`config.mk`:
```
export PLATFORM = sky130hd
export DESIGN_NAME = bcd_clock_alarm
export DESIGN_NICKNAME = d
export VERILOG_FILES = /design/src/rtl/bcd_clock_pkg.sv /design/src/rtl/bcd_time_add_min.sv /design/src/rtl/bcd_clock_alarm.sv
export SDC_FILE = /design/constraint.sdc
export NUM_CORES = 1
export LEC_CHECK = 0
export ABC_AREA = 1
export BUFFER_PORTS_ARGS = -buffer_cell sky130_fd_sc_hd__buf_2
export CELL_PAD_IN_SITES_DETAIL_PLACEMENT = 1
export CELL_PAD_IN_SITES_GLOBAL_PLACEMENT = 1
export CORE_AREA = 2 2 134 136
export DETAILED_ROUTE_END_ITERATION = 8
export DIE_AREA = 0 0 136 138
export GPL_TIMING_DRIVEN = 1
export HOLD_SLACK_MARGIN = 0.06
export PLACE_DENSITY_LB_ADDON = 0.1
export SLEW_MARGIN = 10
export SYNTH_ARGS = -nofsm -noshare
export SYNTH_HDL_FRONTEND = slang
export SYNTH_HIERARCHICAL = 1
export SYNTH_SLANG_ARGS = --single-unit
export TNS_END_PERCENT = 30
```
`constraint.sdc`:
```
create_clock -name clk -period 5.7 [get_ports clk]
set_clock_uncertainty 0.2 [all_clocks]
set_input_delay 1.425 -clock clk [delete_from_list [all_inputs] [get_ports clk]]
set_output_delay 1.425 -clock clk [all_outputs]
set_load 0.02 [all_outputs]
```
`src/rtl/bcd_clock_pkg.sv`:
```
// Shared types and BCD helpers for the time-of-day counter with alarm.
// Hour arithmetic lives here so the time cascade and the snooze adder roll hours the same way.
package bcd_clock_pkg;

  typedef enum logic [1:0] {
    ST_IDLE,
    ST_ARMED,
    ST_RINGING,
    ST_SNOOZED
  } alarm_state_e;

  typedef logic [3:0] bcd_t;
  typedef logic [7:0] bcd2_t;

  typedef struct packed {
    logic  pm;
    bcd2_t hh;
  } hour_t;

  localparam bcd_t MAX_SEC_T = 4'd5;
  localparam bcd_t MAX_DIG   = 4'd9;

  function automatic logic bcd_valid(input bcd2_t v);
    return (v[7:4] <= MAX_DIG) && (v[3:0] <= MAX_DIG);
  endfunction

  function automatic logic min_sec_valid(input bcd2_t v);
    return bcd_valid(v) && (v[7:4] <= MAX_SEC_T);
  endfunction

  // Valid BCD compares in the same order as its hex encoding.
  function automatic logic hour_valid(input bcd2_t h, input logic mode24);
    if (!bcd_valid(h)) return 1'b0;
    if (mode24) return h <= 8'h23;
    return (h != 8'h00) && (h <= 8'h12);
  endfunction

  function automatic hour_t hour_inc(input bcd2_t h, input logic pm, input logic mode24);
    hour_t r;
    r.pm = mode24 ? 1'b0 : pm;
    if (mode24 && h == 8'h23)
      r.hh = 8'h00;
    else if (!mode24 && h == 8'h12)
      r.hh = 8'h01;
    else if (h[3:0] == MAX_DIG)
      r.hh = {h[7:4] + 4'd1, 4'd0};
    else
      r.hh = {h[7:4], h[3:0] + 4'd1};
    if (!mode24 && h == 8'h11)
      r.pm = ~pm;
    return r;
  endfunction

endpackage

```
`src/rtl/bcd_time_add_min.sv`:
```
// Combinational hh:mm + ADD_MIN minutes, wrapping through the day with the normal hour roll.
module bcd_time_add_min
  import bcd_clock_pkg::*;
#(
  parameter int ADD_MIN  = 5,
  parameter bit MODE_24H = 1'b1
) (
  input  bcd2_t hh,
  input  bcd2_t mm,
  input  logic  pm,
  output bcd2_t sum_hh,
  output bcd2_t sum_mm,
  output logic  sum_pm
);

  logic [6:0] min_bin;
  logic [6:0] min_raw;
  logic [6:0] min_wrap;
  hour_t      hr;

  // ADD_MIN is at most 59, so the hour carries at most once.
  always_comb begin
    min_bin  = 7'(mm[7:4]) * 7'd10 + 7'(mm[3:0]);
    min_raw  = min_bin + 7'(ADD_MIN);
    min_wrap = min_raw;
    hr.pm    = pm;
    hr.hh    = hh;
    if (min_raw >= 7'd60) begin
      min_wrap = min_raw - 7'd60;
      hr       = hour_inc(hh, pm, MODE_24H);
    end
    sum_mm = {4'(min_wrap / 7'd10), 4'(min_wrap % 7'd10)};
    sum_hh = hr.hh;
    sum_pm = MODE_24H ? 1'b0 : hr.pm;
  end

endmodule

```
`src/rtl/bcd_clock_alarm.sv`:
```
// BCD time-of-day counter with seconds prescaler, validated load and a snoozable alarm.
// Prescaler, seconds/minutes/hours cascade and alarm FSM are all registered here.
module bcd_clock_alarm
  import bcd_clock_pkg::*;
#(
  parameter int CLK_PER_SEC = 50_000_000,
  parameter bit MODE_24H    = 1'b1,
  parameter int SNOOZE_MIN  = 5,
  parameter int RING_SEC    = 60
) (
  input  logic       clk,
  input  logic       a_reset,
  input  logic       run,
  input  logic       load,
  input  logic [7:0] ld_h,
  input  logic [7:0] ld_m,
  input  logic [7:0] ld_s,
  input  logic       ld_pm,
  input  logic       al_set,
  input  logic       al_en,
  input  logic       snooze,
  input  logic       stop,
  output logic [3:0] h_t,
  output logic [3:0] h_o,
  output logic [3:0] m_t,
  output logic [3:0] m_o,
  output logic [3:0] s_t,
  output logic [3:0] s_o,
  output logic       pm,
  output logic       tick,
  output logic       load_err,
  output logic       ring
);

  localparam int              PW        = $clog2(CLK_PER_SEC);
  localparam logic [PW-1:0]   PRESC_TOP = PW'(CLK_PER_SEC - 1);
  localparam bcd2_t           RESET_HH  = MODE_24H ? 8'h00 : 8'h12;
  localparam logic [7:0]      RING_LAST = 8'(RING_SEC - 1);

  logic [PW-1:0] presc;
  bcd2_t         cur_hh, cur_mm, cur_ss;
  logic          cur_pm;
  bcd2_t         al_hh, al_mm;
  logic          al_pm;
  bcd2_t         sn_hh, sn_mm;
  logic          sn_pm;
  bcd2_t         snz_hh, snz_mm;
  logic          snz_pm;
  alarm_state_e  state;
  logic [7:0]    ring_cnt;

  bcd2_t         nxt_ss, nxt_mm;
  hour_t         nxt_hr;
  logic          sec_evt, ld_valid, al_valid, load_ok, al_ok, advance;
  logic          al_hit, sn_hit, ld_pm_eff;

  assign sec_evt   = run && (presc == PRESC_TOP);
  assign ld_valid  = hour_valid(ld_h, MODE_24H) && min_sec_valid(ld_m) && min_sec_valid(ld_s);
  assign al_valid  = hour_valid(ld_h, MODE_24H) && min_sec_valid(ld_m);
  assign load_ok   = load && ld_valid;
  assign al_ok     = al_set && al_valid;
  assign advance   = sec_evt && !load_ok;
  assign ld_pm_eff = MODE_24H ? 1'b0 : ld_pm;

  // Next time if this cycle's second boundary is taken; the digit carries ripple left.
  always_comb begin
    nxt_ss    = cur_ss;
    nxt_mm    = cur_mm;
    nxt_hr.pm = cur_pm;
    nxt_hr.hh = cur_hh;
    if (cur_ss[3:0] != MAX_DIG) begin
      nxt_ss[3:0] = cur_ss[3:0] + 4'd1;
    end else begin
      nxt_ss[3:0] = 4'd0;
      if (cur_ss[7:4] != MAX_SEC_T) begin
        nxt_ss[7:4] = cur_ss[7:4] + 4'd1;
      end else begin
        nxt_ss[7:4] = 4'd0;
        if (cur_mm[3:0] != MAX_DIG) begin
          nxt_mm[3:0] = cur_mm[3:0] + 4'd1;
        end else begin
          nxt_mm[3:0] = 4'd0;
          if (cur_mm[7:4] != MAX_SEC_T) begin
            nxt_mm[7:4] = cur_mm[7:4] + 4'd1;
          end else begin
            nxt_mm[7:4] = 4'd0;
            nxt_hr      = hour_inc(cur_hh, cur_pm, MODE_24H);
          end
        end
      end
    end
  end

  assign al_hit = (nxt_ss == 8'h00) && (nxt_mm == al_mm) && (nxt_hr.hh == al_hh) && (nxt_hr.pm == al_pm);
  assign sn_hit = (nxt_ss == 8'h00) && (nxt_mm == sn_mm) && (nxt_hr.hh == sn_hh) && (nxt_hr.pm == sn_pm);

  bcd_time_add_min #(
    .ADD_MIN (SNOOZE_MIN),
    .MODE_24H(MODE_24H)
  ) u_snooze_add (
    .hh    (cur_hh),
    .mm    (cur_mm),
    .pm    (cur_pm),
    .sum_hh(snz_hh),
    .sum_mm(snz_mm),
    .sum_pm(snz_pm)
  );

  // A valid load overrides a coincident second boundary and restarts the prescaler.
  always_ff @(posedge clk or negedge a_reset) begin
    if (!a_reset) begin
      presc    <= '0;
      cur_hh   <= RESET_HH;
      cur_mm   <= 8'h00;
      cur_ss   <= 8'h00;
      cur_pm   <= 1'b0;
      al_hh    <= RESET_HH;
      al_mm    <= 8'h00;
      al_pm    <= 1'b0;
      tick     <= 1'b0;
      load_err <= 1'b0;
    end else begin
      if (load_ok) begin
        presc  <= '0;
        cur_hh <= ld_h;
        cur_mm <= ld_m;
        cur_ss <= ld_s;
        cur_pm <= ld_pm_eff;
      end else begin
        if (run) presc <= sec_evt ? '0 : presc + 1'b1;
        if (sec_evt) begin
          cur_ss <= nxt_ss;
          cur_mm <= nxt_mm;
          cur_hh <= nxt_hr.hh;
          cur_pm <= nxt_hr.pm;
        end
      end
      if (al_ok) begin
        al_hh <= ld_h;
        al_mm <= ld_m;
        al_pm <= ld_pm_eff;
      end
      tick     <= advance;
      load_err <= (load && !ld_valid) || (al_set && !al_valid);
    end
  end

  // Alarm FSM; disarming wins over everything, stop wins over snooze.
  always_ff @(posedge clk or negedge a_reset) begin
    if (!a_reset) begin
      state    <= ST_IDLE;
      ring     <= 1'b0;
      ring_cnt <= 8'd0;
      sn_hh    <= RESET_HH;
      sn_mm    <= 8'h00;
      sn_pm    <= 1'b0;
    end else if (!al_en) begin
      state <= ST_IDLE;
      ring  <= 1'b0;
    end else begin
      case (state)
        ST_IDLE: state <= ST_ARMED;
        ST_ARMED: begin
          if (advance && al_hit) begin
            state    <= ST_RINGING;
            ring     <= 1'b1;
            ring_cnt <= 8'd0;
          end
        end
        ST_RINGING: begin
          if (stop) begin
            state <= ST_ARMED;
            ring  <= 1'b0;
          end else if (snooze) begin
            state <= ST_SNOOZED;
            ring  <= 1'b0;
            sn_hh <= snz_hh;
            sn_mm <= snz_mm;
            sn_pm <= snz_pm;
          end else if (sec_evt) begin
            if (ring_cnt == RING_LAST) begin
              state <= ST_ARMED;
              ring  <= 1'b0;
            end else begin
              ring_cnt <= ring_cnt + 8'd1;
            end
          end
        end
        ST_SNOOZED: begin
          if (stop) begin
            state <= ST_ARMED;
          end else if (advance && sn_hit) begin
            state    <= ST_RINGING;
            ring     <= 1'b1;
            ring_cnt <= 8'd0;
          end
        end
        default: begin
          state <= ST_IDLE;
          ring  <= 1'b0;
        end
      endcase
    end
  end

  assign h_t = cur_hh[7:4];
  assign h_o = cur_hh[3:0];
  assign m_t = cur_mm[7:4];
  assign m_o = cur_mm[3:0];
  assign s_t = cur_ss[7:4];
  assign s_o = cur_ss[3:0];
  assign pm  = MODE_24H ? 1'b0 : cur_pm;

endmodule

```
==> results.sh <==
export IMPL_antenna_violating_nets_post_route=0
export IMPL_asyncSetResetFlopFracSynth_pct=100.0
export IMPL_min_path_type="flop to flop"
export IMPL_number_of_standard_cells_in_the_layout_taps_in_and_fillers_out=1294
export IMPL_post_route_core_utilization_pct=46.64
export IMPL_weighted_congestion_at_the_end_of_routability_driven_global_placement=0.8179
export IMPL_die_x_um=136
export IMPL_ys_seq_elements=97
export IMPL_power_leakage_nw=4.149
export IMPL_synth_area_top_cells="sky130_fd_sc_hd__dfrtp_1 (33%), sky130_fd_sc_hd__nand2_1 (12%), sky130_fd_sc_hd__inv_1 (7.4%)"
export IMPL_finalCriticalPeriod_ps=4716
export IMPL_switching_share_pct=44.62
export IMPL_synthesized_area_fraction_occupied_by_ao_oa_aoi_and_oai_cells_pct=10.86
export IMPL_first_iter_violations=264
export IMPL_layout_common_cells="sky130_fd_sc_hd__nand2_1 (242), sky130_fd_sc_hd__inv_1 (145), sky130_fd_sc_hd__dfrtp_1 (97), sky130_fd_sc_hd__nand3_1 (77), sky130_fd_sc_hd__nor2_1 (75)"
export IMPL_placed_cell_area_um2=7849
export IMPL_synth_edf_count=0
export IMPL_clk_latency_ps=360
export IMPL_cts_tree="built"
export IMPL_place_port_buffers=58
export IMPL_critical_path_slowest_cell="sky130_fd_sc_hd__fa_1"
export IMPL_gate_power_share_pct=49.2
export IMPL_max_cap_viol_count=0
export IMPL_worstPathRequired_ps=5740
export IMPL_post_synth_inst_count=1005
export IMPL_global_route_wire_length_before_repair_um=35160
export IMPL_floorplan_initialDensity_pct=41.78
export IMPL_pwr_share_clk_pct=21.2
export IMPL_pwr_dens_nw_per_um2=394.9
export IMPL_most_frequent_cell_on_critical_path="sky130_fd_sc_hd__nand2_2"
export IMPL_final_hold_viol_count=0
export IMPL_synth_area_per_cell_um2=7.289
export IMPL_clk_pin_slew_ps=70
export IMPL_hold_fix_buffers_at_cts=0
export IMPL_fmax_ghz=0.2120
export IMPL_cts_resized=0
export IMPL_synthDistinctLibCells=50
export IMPL_internal_cell_power_mw=1.788
export IMPL_syn_nets=1072
export IMPL_die_h_um=138
export IMPL_report_final_setup_viol=0
export IMPL_post_cts_setup_buffers=0
export IMPL_wl_um=20900
export IMPL_portion_of_netlist_area_occupied_by_mux_cells_pct=1.691
export IMPL_row_count=49
export IMPL_cts_inserted_buffers=9
export IMPL_route_detailed_drc=0
export IMPL_htree_levels=3
export IMPL_n_antenna_cell=0
export IMPL_fillers=2288
export IMPL_largest_driver_fanout_on_the_critical_path=10
export IMPL_main_combinational_cell_family_by_area_after_synthesis="simple AND/OR/NAND/NOR gates"
export IMPL_total_power_mw=3.229
export IMPL_area_fraction_in_and_or_nand_and_nor_cells_after_synthesis_pct=36.93
export IMPL_setup_worst_path_start_class="flop"
export IMPL_clkSinkCount=97
export IMPL_post_synth_fa_ha_maj_area_fraction_pct=6.012
export IMPL_area_growth_pct=11.63
export IMPL_commonest_non_fill_non_tap_cell_in_the_layout="sky130_fd_sc_hd__nand2_1"
export IMPL_dp_cells=1278
export IMPL_via_per_inst=5.265
export IMPL_max_stage_delay_ps=550
export IMPL_timing_slew_headroom_pct=23.83
export IMPL_most_used_dff_post_synth="sky130_fd_sc_hd__dfrtp_1"
export IMPL_clock_tree_buffer_depth=2
export IMPL_yosys_area_share_xor_xnor_pct=2.152
export IMPL_detail_route_wl_per_cell_um=16.15
export IMPL_num_nets_final=1127
export IMPL_status="finished, final reports clean"
export IMPL_final_layout_size_suffix_gt1_share_pct=17.46
export IMPL_rsz0062_at_grt="false"
export IMPL_yosysTopAreaCell="sky130_fd_sc_hd__dfrtp_1"
export IMPL_track_usage_pct=23.48
export IMPL_vias=6813
export IMPL_final_area_um2=8178
export IMPL_globalRoute_totalOverflow=0
export IMPL_timing_final_crit_share_pct=82.74
export IMPL_synth_top_cell_area_share_pct=33.13
export IMPL_worst_slew_pin_slew_ps=1139
export IMPL_critPathArrivalTime_ps=4760
export IMPL_synth_warnings=6
export IMPL_maxSlewViolCount=0
export IMPL_synth_sequential_area_ratio_pct=33.13
export IMPL_detailedPlacementHpwl_um=15930
export IMPL_via_count_of_the_first_global_routing_pass=7036
export IMPL_part_of_the_total_power_dissipated_in_sequential_elements_pct=29.6
export IMPL_drt_first_pass_iters=6
export IMPL_clockRootBuffer="sky130_fd_sc_hd__clkbuf_16"
export IMPL_design_die_area_um2=18770
export IMPL_irDropWorstVdd_v=0.0003177
export IMPL_nature_of_the_critical_path_endpoint="flop"
export IMPL_synthesized_cell_area_um2=7326
export IMPL_criticalPathCategory="flop to flop"
export IMPL_power_net_switching_mw=1.441
export IMPL_grt_max_degree=69
export IMPL_core_area_um2=17530
export IMPL_final_setup_tns_ps=0
export IMPL_ioPinCount=61
export IMPL_grt_antenna_before_repair=0
==> cell families after synthesis <==
group / after synthesis
flops: 97
simple gates: 544
mux: 11
other cells: 2
compound gates: 127
xor+xnor: 18
buf+inv: 172
fa+ha+maj: 34
==> final cells by class <==
type | count | area, µm² | area share, %
multi-input cells | 736 | 4230 | 51.73
flip-flops and latches | 97 | 2427 | 29.68
inverters | 153 | 574.3 | 7.023
repair buffers | 63 | 330.3 | 4.039
well taps | 229 | 286.5 | 3.504
clock buffers | 10 | 239.0 | 2.922
clock inverters | 6 | 90.09 | 1.102
==> cells in the mapped netlist, types with 5 or more instances <==
master and count:
sky130_fd_sc_hd__o21ai_0 42, sky130_fd_sc_hd__o221ai_1 17, sky130_fd_sc_hd__inv_1 145, sky130_fd_sc_hd__ha_1 32, sky130_fd_sc_hd__nand2_4 8, sky130_fd_sc_hd__nand3b_1 11, sky130_fd_sc_hd__nor2_1 75, sky130_fd_sc_hd__mux2_2 11
sky130_fd_sc_hd__nand3_2 12, sky130_fd_sc_hd__nand3_1 77, sky130_fd_sc_hd__nand4_1 26, sky130_fd_sc_hd__dfrtp_1 97, sky130_fd_sc_hd__a21oi_1 35, sky130_fd_sc_hd__nor4_1 5, sky130_fd_sc_hd__or2_2 7, sky130_fd_sc_hd__inv_2 8
sky130_fd_sc_hd__nor2_4 9, sky130_fd_sc_hd__o21ai_2 9, sky130_fd_sc_hd__nor3_1 26, sky130_fd_sc_hd__clkbuf_1 14, sky130_fd_sc_hd__nand2_2 30, sky130_fd_sc_hd__nand2_1 242, sky130_fd_sc_hd__xor2_1 14
==> per-stage QoR <==
step | setup WS (ps) | hold slack [ps]
2_1_floorplan | 1449 | 256.8
3_3_place_gp | 1076 | 253.2
3_5_place_dp | 942.7 | 262.5
4_1_cts | 931.0 | 280.7
5_1_grt | 592.4 | 323.0
6_report | 983.7 | 269.7
==> power groups by stage <==
stage / combinational, mW / sequential [mW] / clock, mW
floorplan: 1.26 / 0.950 / 0
global placement: 1.56 / 0.962 / 0
detailed placement: 1.60 / 0.963 / 0
CTS: 1.61 / 0.955 / 0.701
global route: 1.81 / 0.977 / 0.725
finish: 1.59 / 0.957 / 0.684
==> critical path: cells and delay by family, from the launching register on <==
kind | cells | cell delay, ps
flip-flops | 1 | 500
adder cells (fa/ha/maj) | 4 | 1290
multiplexers | 1 | 250
buffers and inverters | 4 | 240
AND/OR/NAND/NOR | 25 | 2110
==> final timing paths <==
check                           from        to  slack, ps  depth (start not counted)
min in group asynchronous    a_reset  sn_hh[3]        970                          1
hold reg to reg                 ring      ring        270                          2
setup / recovery           cur_mm[5]  sn_mm[1]        980                         34
max in group asynchronous    a_reset  sn_mm[1]       3400                          2
setup reg to reg           cur_mm[5]  sn_mm[1]        980                         34
hold / removal                  ring      ring        270                          2
==> registers in the layout, summed over array words and instances (netlist names) <==
signal    flops
state         2
cur_pm        1
cur_mm        8
load_err      1
ring_cnt      8
sn_mm         8
tick          1
al_mm         8
cur_hh        8
cur_ss        8
al_hh         8
sn_pm         1
ring          1
presc        26
sn_hh         8
==> routing by layer <==
layer / part of all wire [%] / track usage [%] / vias to the layer above / wire (µm)
li1: - / - / 3397 / -
met1: 46 / 31.27 / 3310 / 9659
met2: 49 / 40.31 / 82 / 10270
met5: 0 / 0 / - / 0
met4: 1.7 / 6.140 / 0 / 346
met3: 3.0 / 2.750 / 24 / 618
Power figures use the tool's default switching activity.
